[src/rtl/peak_detector_adaptive_if.sv]
// Sample/result bundle for peak_detector_adaptive. The master drives samples and the slave
// (the detector) drives results.
interface peak_detector_adaptive_if #(
  parameter int unsigned WIDTH     = 10,
  parameter int unsigned IBI_WIDTH = 12
);
  logic                    en;
  logic signed [WIDTH-1:0] ppg_in;
  logic                    valid_in;
  logic                    peak_valid;
  logic signed [WIDTH-1:0] peak_amp;
  logic [IBI_WIDTH-1:0]    ibi;
  logic                    ibi_valid;
  logic                    timeout;
  logic signed [WIDTH-1:0] thr_out;

  modport master (
    output en, ppg_in, valid_in,
    input  peak_valid, peak_amp, ibi, ibi_valid, timeout, thr_out
  );

  modport slave (
    input  en, ppg_in, valid_in,
    output peak_valid, peak_amp, ibi, ibi_valid, timeout, thr_out
  );
endinterface

[src/rtl/peak_detector_adaptive.sv]
// Adaptive-threshold PPG peak detector with IBI measurement and loss-of-signal timeout.
// Optional macro PEAK_PLATEAU_EN accepts flat-topped peaks.
module peak_detector_adaptive #(
  parameter int unsigned WIDTH        = 10,
  parameter int unsigned MIN_THRESH   = 20,
  parameter int unsigned REF_PERIOD   = 8,
  parameter int unsigned DECAY_PERIOD = 16,
  parameter int unsigned DECAY_SHIFT  = 3,
  parameter int unsigned IBI_WIDTH    = 12,
  parameter int unsigned MAX_IBI      = 2047
) (
  input  logic                   clk,
  input  logic                   rst,
  peak_detector_adaptive_if.slave bus
);

  localparam int unsigned RefW = (REF_PERIOD > 0) ? $clog2(REF_PERIOD + 1) : 1;
  localparam int unsigned DecW = (DECAY_PERIOD > 0) ? $clog2(DECAY_PERIOD + 1) : 1;
  localparam logic signed [WIDTH-1:0] MinThr = WIDTH'(MIN_THRESH);
  localparam logic signed [WIDTH:0]   MinExt = (WIDTH+1)'(MIN_THRESH);
  localparam logic [IBI_WIDTH-1:0]    MaxIbi = IBI_WIDTH'(MAX_IBI);

  logic signed [WIDTH-1:0] prev_q, prev_d, prev2_q, prev2_d, thr_q, thr_d;
  logic signed [WIDTH-1:0] peak_amp_q, peak_amp_d;
  logic [RefW-1:0]         ref_cnt_q, ref_cnt_d;
  logic [IBI_WIDTH-1:0]    since_cnt_q, since_cnt_d, ibi_q, ibi_d, since_inc;
  logic [DecW-1:0]         decay_cnt_q, decay_cnt_d, decay_inc;
  logic                    have_prev_q, have_prev_d;
  logic                    peak_valid_q, peak_valid_d, ibi_valid_q, ibi_valid_d;
  logic                    timeout_q, timeout_d;
  logic                    strict_detect, plat_detect, detect;
  logic signed [WIDTH:0]   thr_ext, prev_ext, thr_peak, thr_dec;

  assign thr_ext   = {thr_q[WIDTH-1], thr_q};
  assign prev_ext  = {prev_q[WIDTH-1], prev_q};
  assign thr_peak  = (thr_ext >>> 1) + (prev_ext >>> 2);
  assign thr_dec   = thr_ext - (thr_ext >>> DECAY_SHIFT);
  assign since_inc = since_cnt_q + IBI_WIDTH'(1);
  assign decay_inc = decay_cnt_q + DecW'(1);

  assign strict_detect = (ref_cnt_q == '0) && (prev_q > prev2_q) && (prev_q > bus.ppg_in) &&
                         (prev_q > thr_q);

`ifdef PEAK_PLATEAU_EN
  // While the flag is set prev always holds the plateau value, so prev is the peak sample.
  logic plat_q, plat_d;

  assign plat_detect = plat_q && (ref_cnt_q == '0) && (bus.ppg_in < prev_q) && (prev_q > thr_q);
`else
  assign plat_detect = 1'b0;
`endif

  assign detect = strict_detect || plat_detect;

  always_comb begin
    prev_d       = prev_q;
    prev2_d      = prev2_q;
    thr_d        = thr_q;
    peak_amp_d   = peak_amp_q;
    ref_cnt_d    = ref_cnt_q;
    since_cnt_d  = since_cnt_q;
    ibi_d        = ibi_q;
    decay_cnt_d  = decay_cnt_q;
    have_prev_d  = have_prev_q;
    peak_valid_d = 1'b0;
    ibi_valid_d  = 1'b0;
    timeout_d    = 1'b0;
`ifdef PEAK_PLATEAU_EN
    plat_d       = plat_q;
`endif
    if (bus.en && bus.valid_in) begin
      prev2_d = prev_q;
      prev_d  = bus.ppg_in;
      if (detect) begin
        peak_valid_d = 1'b1;
        peak_amp_d   = prev_q;
        ref_cnt_d    = RefW'(REF_PERIOD);
        decay_cnt_d  = '0;
        since_cnt_d  = '0;
        have_prev_d  = 1'b1;
        if (have_prev_q) begin
          ibi_d       = since_inc;
          ibi_valid_d = 1'b1;
        end
        thr_d = (thr_peak > MinExt) ? thr_peak[WIDTH-1:0] : MinThr;
      end else begin
        if (ref_cnt_q != '0) ref_cnt_d = ref_cnt_q - RefW'(1);
        if (since_inc == MaxIbi) begin
          // Loss of signal: restart interval tracking and drop the threshold to its floor.
          timeout_d   = 1'b1;
          since_cnt_d = '0;
          have_prev_d = 1'b0;
          thr_d       = MinThr;
          decay_cnt_d = '0;
        end else begin
          since_cnt_d = since_inc;
          if (decay_inc == DecW'(DECAY_PERIOD)) begin
            decay_cnt_d = '0;
            thr_d       = (thr_dec > MinExt) ? thr_dec[WIDTH-1:0] : MinThr;
          end else begin
            decay_cnt_d = decay_inc;
          end
        end
      end
`ifdef PEAK_PLATEAU_EN
      if (detect || timeout_d) begin
        plat_d = 1'b0;
      end else if (plat_q) begin
        plat_d = (bus.ppg_in == prev_q);
      end else begin
        plat_d = (prev_q > prev2_q) && (prev_q == bus.ppg_in) && (prev_q > thr_q);
      end
`endif
    end
  end

  always_ff @(posedge clk) begin
    if (rst) begin
      prev_q       <= '0;
      prev2_q      <= '0;
      thr_q        <= MinThr;
      peak_amp_q   <= '0;
      ref_cnt_q    <= '0;
      since_cnt_q  <= '0;
      ibi_q        <= '0;
      decay_cnt_q  <= '0;
      have_prev_q  <= 1'b0;
      peak_valid_q <= 1'b0;
      ibi_valid_q  <= 1'b0;
      timeout_q    <= 1'b0;
`ifdef PEAK_PLATEAU_EN
      plat_q       <= 1'b0;
`endif
    end else begin
      prev_q       <= prev_d;
      prev2_q      <= prev2_d;
      thr_q        <= thr_d;
      peak_amp_q   <= peak_amp_d;
      ref_cnt_q    <= ref_cnt_d;
      since_cnt_q  <= since_cnt_d;
      ibi_q        <= ibi_d;
      decay_cnt_q  <= decay_cnt_d;
      have_prev_q  <= have_prev_d;
      peak_valid_q <= peak_valid_d;
      ibi_valid_q  <= ibi_valid_d;
      timeout_q    <= timeout_d;
`ifdef PEAK_PLATEAU_EN
      plat_q       <= plat_d;
`endif
    end
  end

  assign bus.peak_valid = peak_valid_q;
  assign bus.peak_amp   = peak_amp_q;
  assign bus.ibi        = ibi_q;
  assign bus.ibi_valid  = ibi_valid_q;
  assign bus.timeout    = timeout_q;
  assign bus.thr_out    = thr_q;

endmodule

[src/flat_wrapper.sv]
// flat-port wrapper written by rule: the top's interface ports become plain ports
module peak_detector_adaptive_flat 
#(
  parameter int unsigned WIDTH        = 10,
  parameter int unsigned MIN_THRESH   = 20,
  parameter int unsigned REF_PERIOD   = 8,
  parameter int unsigned DECAY_PERIOD = 16,
  parameter int unsigned DECAY_SHIFT  = 3,
  parameter int unsigned IBI_WIDTH    = 12,
  parameter int unsigned MAX_IBI      = 2047
)
  (clk, rst, bus_en, bus_ppg_in, bus_valid_in, bus_peak_valid, bus_peak_amp, bus_ibi, bus_ibi_valid, bus_timeout, bus_thr_out);
  peak_detector_adaptive_if #(.WIDTH(WIDTH), .IBI_WIDTH(IBI_WIDTH)) bus_i ();
  input  logic clk;
  input  logic rst;
  input wire logic [$bits(bus_i.en)-1:0] bus_en;
  input wire logic [$bits(bus_i.ppg_in)-1:0] bus_ppg_in;
  input wire logic [$bits(bus_i.valid_in)-1:0] bus_valid_in;
  output wire logic [$bits(bus_i.peak_valid)-1:0] bus_peak_valid;
  output wire logic [$bits(bus_i.peak_amp)-1:0] bus_peak_amp;
  output wire logic [$bits(bus_i.ibi)-1:0] bus_ibi;
  output wire logic [$bits(bus_i.ibi_valid)-1:0] bus_ibi_valid;
  output wire logic [$bits(bus_i.timeout)-1:0] bus_timeout;
  output wire logic [$bits(bus_i.thr_out)-1:0] bus_thr_out;
  assign bus_i.en = bus_en;
  assign bus_i.ppg_in = bus_ppg_in;
  assign bus_i.valid_in = bus_valid_in;
  assign bus_peak_valid = bus_i.peak_valid;
  assign bus_peak_amp = bus_i.peak_amp;
  assign bus_ibi = bus_i.ibi;
  assign bus_ibi_valid = bus_i.ibi_valid;
  assign bus_timeout = bus_i.timeout;
  assign bus_thr_out = bus_i.thr_out;
  peak_detector_adaptive #(.WIDTH(WIDTH), .MIN_THRESH(MIN_THRESH), .REF_PERIOD(REF_PERIOD), .DECAY_PERIOD(DECAY_PERIOD), .DECAY_SHIFT(DECAY_SHIFT), .IBI_WIDTH(IBI_WIDTH), .MAX_IBI(MAX_IBI)) u_core (.clk(clk), .rst(rst), .bus(bus_i));
endmodule
[config.mk]
export PLATFORM = sky130hd
export DESIGN_NAME = peak_detector_adaptive_flat
export DESIGN_NICKNAME = d
export VERILOG_FILES = /design/src/rtl/peak_detector_adaptive_if.sv /design/src/rtl/peak_detector_adaptive.sv /design/src/flat_wrapper.sv
export SDC_FILE = /design/constraint.sdc
export NUM_CORES = 1
export LEC_CHECK = 0
export CORE_MARGIN = 4
export CORE_UTILIZATION = 39
export DETAILED_ROUTE_END_ITERATION = 10
export PLACE_DENSITY_LB_ADDON = 0.25
export REMOVE_ABC_BUFFERS = 1
export SETUP_SLACK_MARGIN = 0.15
export SLEW_MARGIN = 20
export SYNTH_ARGS = -nofsm -noshare
export SYNTH_HDL_FRONTEND = slang
export SYNTH_SLANG_ARGS = --single-unit
[constraint.sdc]
create_clock -name clk -period 3.15 [get_ports clk]
set_input_delay 0.4725 -clock clk [delete_from_list [all_inputs] [get_ports clk]]
set_output_delay 0.4725 -clock clk [all_outputs]
set_load 0.01 [all_outputs]
==> results.toml <==
[clock_network]
numCtsBuffers = 9
clockBufferDepth = 2
cts_tree = "done"
hold_buffers = 0
worstSkewPairLatency_ns = 0.34
clock_sinks = 77
cts-htree-levels = 3
path_clk_slew_ns = 0.06
cts_root_buffer = "clkbuf_16"

[route]
drt_wl_total_um = 12500
wire_per_inst_um = 14.9
antenna_left = 0
viasPerCell = 5.38
num_vias = 4530
dr.pass1.iters = 4
remaining_drc_errors = 0
drt_iter0_drc = 219

[worst_setup_path]
slowest_stage = "or4_4"
critPathMaxStageDelay_ns = 0.53
path_cells = "clkdlybuf4s50_1 > inv_1 > ha_4 > nand3_1 > nor3_2 > or4_4 > a21o_4 > a2111oi_4 > buf_4 > o41a_2 > a221oi_1 > a211o_1"
rr_startpoint = "u_core.prev_q[7]$_SDFFE_PP0P_"
crit_type = "in -> reg"
path_buf_inv = 3
startpoint_type = "input port"
arrival_ns = 3.19
cp.required_ns = 3.38
end_kind = "flop"
crit_family = "compound AO/OA/AOI/OAI gates"
worst-r2r-setup-slack_ns = 0.20
crit_fanout = 4
crit_path_start = "bus_ppg_in[2]"

[die]
die_area_mm2 = 0.0144
die_h_um = 120
ios = 49
initial_core_util_pct = 40.3
num_rows = 40
core_area_mm2 = 0.0122
die_w_um = 120

[sta]
tns_ns = 0
slew_viol_final = 0
relSlewSlack_pct = 48.2
skew_ns = 0.00619
worst_slew_pin_slew_ns = 0.776
hold_violations = 0
max_freq_mhz = 338
finalCritPeriodShare_pct = 94.0
rsz0062_at_grt = "true"
setup_viol = 0
fin_crit_ns = 2.96

[logic_synthesis]
synth-seq-cells = 77
netlist_area_mm2 = 0.00490
synth_top_flop_cell = "dfxtp_1"
synthCells = 595
async_reset_ff_share_pct = 0
seq_area_frac_synth_pct = 31.5
syn_area_per_cell_um2 = 8.23
synth_edf_count = 0
post_synth_num_cell_types = 64
synth-warning-count = 0

[pwr]
power.net_switching_mw = 0.804
ir_worst_vdd_uv = 298
seqPwrFrac_pct = 36.9
p_clk_share_pct = 40.1
switching_share_pct = 28.6
leakage_nw = 2.59
total_power_mw = 2.81
internal-power_mw = 2.01
p_comb_share_pct = 23.1
cellPowerDensity_mw_per_mm2 = 446

[layout]
fillCellCount = 1161
final_util_pct = 51.9
final_nets = 739
n_antenna_cell = 0
areaGrowthSynthToFinish_pct = 28.8
drive_gt1_share_pct = 14.7

[placed_design]
port_buffers = 48
gp_congestion = 0.889
place_hpwl_um = 9180

[grt]
grt_max_degree = 41
grt_pass1_vias = 4414
grt_usage_pct = 17.5
antenna_found_initial = 0
grt-ovfl-total = 0
grt_pass1_wl_um = 20900

[run]
maxCapViolations = 0

[status]
status = "finished clean"

[worst_hold_path]
hp-start = "bus_ppg_in[6]"
min_path_type = "in -> reg"
[sequential cells by signal, indices dropped and copies added, names as in the netlist]
signal,cells
u_core.bus.peak_valid,1
u_core.bus.timeout,1
u_core.prev_q,10
u_core.ref_cnt_q,4
u_core.bus.thr_out,10
u_core.prev2_q,10
u_core.decay_cnt_q,5
u_core.bus.ibi_valid,1
u_core.since_cnt_q,12
u_core.have_prev_q,1
u_core.bus.ibi,12
u_core.bus.peak_amp,10
[power by group through the flow]
stage / Combinational [mW] / Clock [mW] / Sequential [mW]
5_1_grt: 0.720 / 1.20 / 1.04
3_3_place_gp: 0.574 / 0 / 1.06
2_1_floorplan: 0.385 / 0 / 1.05
3_5_place_dp: 0.588 / 0 / 1.06
4_1_cts: 0.593 / 1.15 / 1.03
6_report: 0.649 / 1.13 / 1.04
[timing repair]
action	4_1_cts	5_1_grt
gates resized for setup	1	39
buffers inserted	0	9
endpoints found under the setup margin	6	43
endpoints found under the hold margin	0	0
pin swaps	1	14
[layout by cell type, fill, tap and decap left out, types with 6 or more instances in the layout]
cell and count:
nand3_1 21, nand4_1 9, ha_4 8, nand2_1 72, inv_1 42, a21oi_1 58
mux2i_1 16, clkdlybuf4s50_1 42, clkbuf_16 9, buf_4 34, a211oi_1 9, a21o_1 8
dfxtp_2 6, nand2b_1 8, ha_1 46, dfxtp_1 70, o21a_1 8, xor2_1 7
o21ai_0 18, xnor2_1 14, nor2_1 45, nor3_1 14
[path summary, 6_finish.rpt]
path,to,cells after the start
hold reg to reg,u_core.prev2_q[5]$_SDFFE_PP0P_,2
hold / removal,u_core.prev_q[6]$_SDFFE_PP0P_,3
setup / recovery,u_core.bus.thr_out[2]$_SDFFE_PP1P_,12
setup reg to reg,u_core.bus.thr_out[2]$_SDFFE_PP1P_,10
[through the flow]
stage / setup WS, ns / area, um2 / hold WS, ns / cells
after floorplan: 0.0681 / 4790 / 0.430 / 573
after global placement: -0.0998 / 5720 / 0.442 / 817
after detailed placement: -0.171 / 5720 / 0.450 / 817
after CTS: 0.177 / 6050 / 0.458 / 833
after global routing: 0.0754 / 6310 / 0.430 / 842
final: 0.190 / 6310 / 0.423 / 842
[cells by family (layout without fill, tap and decap cells)]
group | count (synthesis) | count (layout) | synth area share, %
and+or+nand+nor | 206 | 206 | 19.9
AOI/OAI and AO/OA | 152 | 152 | 21.3
buffers and inverters | 67 | 146 | 5.70
muxes | 16 | 16 | 3.27
adders and majority gates | 56 | 56 | 14.6
xor gates and xnor gates | 21 | 21 | 3.75
DFF | 77 | 77 | 31.5
[cell usage after synthesis (all sizes together), types with 4 or more instances]
master / count / area (um2)
nand4: 9 / 56.3
a21o: 9 / 75.1
mux2i: 16 / 160
nor3: 15 / 75.1
o21ai: 21 / 113
dfxtp: 77 / 1540
buf: 7 / 47.5
or3: 5 / 31.3
nor2b: 5 / 31.3
a211oi: 13 / 108
o21a: 8 / 60.1
nand2: 72 / 270
nor2: 46 / 175
xor2: 7 / 61.3
nor4: 5 / 31.3
o211ai: 5 / 37.5
nand3b: 4 / 30.0
ha: 54 / 676
nand2b: 8 / 50.1
inv: 45 / 169
a221oi: 6 / 52.6
xnor2: 14 / 123
a21oi: 59 / 295
clkbuf: 14 / 52.6
nand3: 22 / 110
[cell type report]
class / instances / area, um2 / share of cell area [%]
timing repair buffer: 85 / 803 / 12.7
multi-input combinational: 451 / 3250 / 51.5
clock inverter: 6 / 86.3 / 1.37
inverter: 45 / 169 / 2.68
clock buffer: 10 / 239 / 3.79
sequential: 77 / 1550 / 24.6
tap: 168 / 210 / 3.33
[worst min-delay path: stages]
cell and delay (ns):
dlymetal6s2s_1 0.13, nand2_1 0.06, a21oi_1 0.05
[metal layers]
layer	wire (um)	global-route usage, %	vias up	share of wire, %
met5	0	0	-	0
met4	172	4.80	0	1.4
met3	553	3.96	28	4.4
met2	6150	29.4	105	49
met1	5670	22.6	2124	45
li1	-	-	2273	-
(Power assumes the default switching activity.)
==> RTL change, RTL diff (config.mk and constraints unchanged) <==
Add a define of `PEAK_PLATEAU_EN`.
--- a/src/rtl/peak_detector_adaptive.sv
+++ b/src/rtl/peak_detector_adaptive.sv
@@ -1,5 +1,7 @@
 // Adaptive-threshold PPG peak detector with IBI measurement and loss-of-signal timeout.
 // Optional macro PEAK_PLATEAU_EN accepts flat-topped peaks.
+`define PEAK_PLATEAU_EN
+
 module peak_detector_adaptive #(
   parameter int unsigned WIDTH        = 10,
   parameter int unsigned MIN_THRESH   = 20,
Behaviour: not the same (a bounded check fails within 4 cycles, from zero or initial values and one cycle with rst high).
==> RTL change against the original RTL <==
- sequential cell count grew 1
- synthesized area fell by 0.87%
- combinational power fell by 11%
- fmax grew 2.5%
- design area is 0.24% higher
- cell count up 2.5%
- count of clock-buffer cells in the layout increased by 1
- global-route usage about the same
- total power fell by 4.7%
- setup slack improved by 0.074 ns
- routed wire length decreased by 0.69%
- hold slack gained 0.011 ns
- die area is 0.81% lower
- critical path type is now reg -> reg
- largest cell class unchanged
==> RTL change: results <==
set metrics [dict create \
    status "complete, no violations" \
    seq_cell_count 78 \
    hpwl_um 9521 \
    placedInstanceArea_mm2 0.005864 \
    synth-compound-area-share_pct 19.58 \
    yosys-top-cells-area "dfxtp_1 32%, ha_1 14%, nand2_1 5.3%, a21oi_1 4.8%, nor2_1 4.4%" \
    insertion_delay_ns 0.34 \
    fin_cells 863 \
    synthXorXnorAreaFrac_pct 4.870 \
    hold_end "u_core.prev_q[9]" \
    rr_worst_depth 9 \
    r2r-start "u_core.since_cnt_q[3]" \
    leakagePower_uw 0.002548 \
    whs_path_depth 3 \
    vias 4548 \
    relSlewSlack_pct 43.66 \
    p_sw_share_pct 27.87 \
    cts-root-buf "clkbuf_16" \
    routed_wl_um 12460 \
    multi_input_comb_cells 446 \
    buffer_area_share_pct 15.45 \
    drive_above_1_share_pct 14.53 \
    final_nets 760 \
    multi_input_area_share_pct 48.92 \
    ys_seq_area_share_pct 32.16 \
    ys_types 57 \
    grt_pass1_vias 4449 \
    cp_max_fo 9 \
    p_total_uw 2682 \
    post_cts_resized 5 \
    place_ws_ns -0.4086 \
    syn_inst 598 \
    grt_usage_pct 17.55 \
    grt_pass1_wl_um 20800 \
    first_pass_iters 5 \
    place.gp.congestion 0.8629 \
    hold_start "bus_ppg_in[9]" \
    ir_drop_uv 251.0 \
    r2r_slack_ns 0.26 \
    clock_tree_area_fraction_pct 4.886 \
    syn2layout_area_growth_pct 30.25 \
    p_comb_share_pct 21.6 \
    cp_slowest_stage_delay_ns 0.50 \
    path_delay_family "simple AND/OR/NAND/NOR gates" \
    first_iter_violations 250 \
    cts_setup_buffers 1 \
    fin_skew_ns 0.006888 \
    grt_max_degree 46 \
    synth_common_cells "78 x dfxtp_1, 69 x nand2_1, 57 x nor2_1" \
    synth_fa_ha_area_share_pct 14.74 \
    dpl.cell_count 840 \
    clkbuf_count 11 \
    synthMuxAreaShare_pct 2.267 \
    worstPathArrival_ns 3.10 \
    whs_ns 0.4343 \
    syn_area_per_cell_um2 8.120 \
    seqCellArea_mm2 0.001565 \
    n_fill_cell 1168 \
    buffers 110 \
]
[RTL change: how the worst max path moves through the flow]
stage | from | to | slack, ns | cells after the start
global route | u_core.bus.thr_out[8] | u_core.bus.thr_out[9] | 0.14 | 13
finish | u_core.since_cnt_q[3] | u_core.bus.thr_out[2] | 0.26 | 9
CTS | bus_ppg_in[5] | u_core.bus.ibi[8] | 0.18 | 12
detailed placement | bus_ppg_in[5] | u_core.bus.ibi[8] | -0.41 | 11
global placement | bus_ppg_in[6] | u_core.bus.ibi[4] | -0.23 | 11
floorplan | u_core.prev_q[7] | u_core.bus.ibi[0] | -0.54 | 7
[RTL change: metal layers]
layer | share of wire, % | global-route usage (%) | up-vias
met5 | 0 | 0 | -
met4 | 2.5 | 8.661 | 0
met3 | 3.5 | 2.451 | 26
met2 | 47 | 28.92 | 95
met1 | 47 | 22.49 | 2112
li1 | - | - | 2315
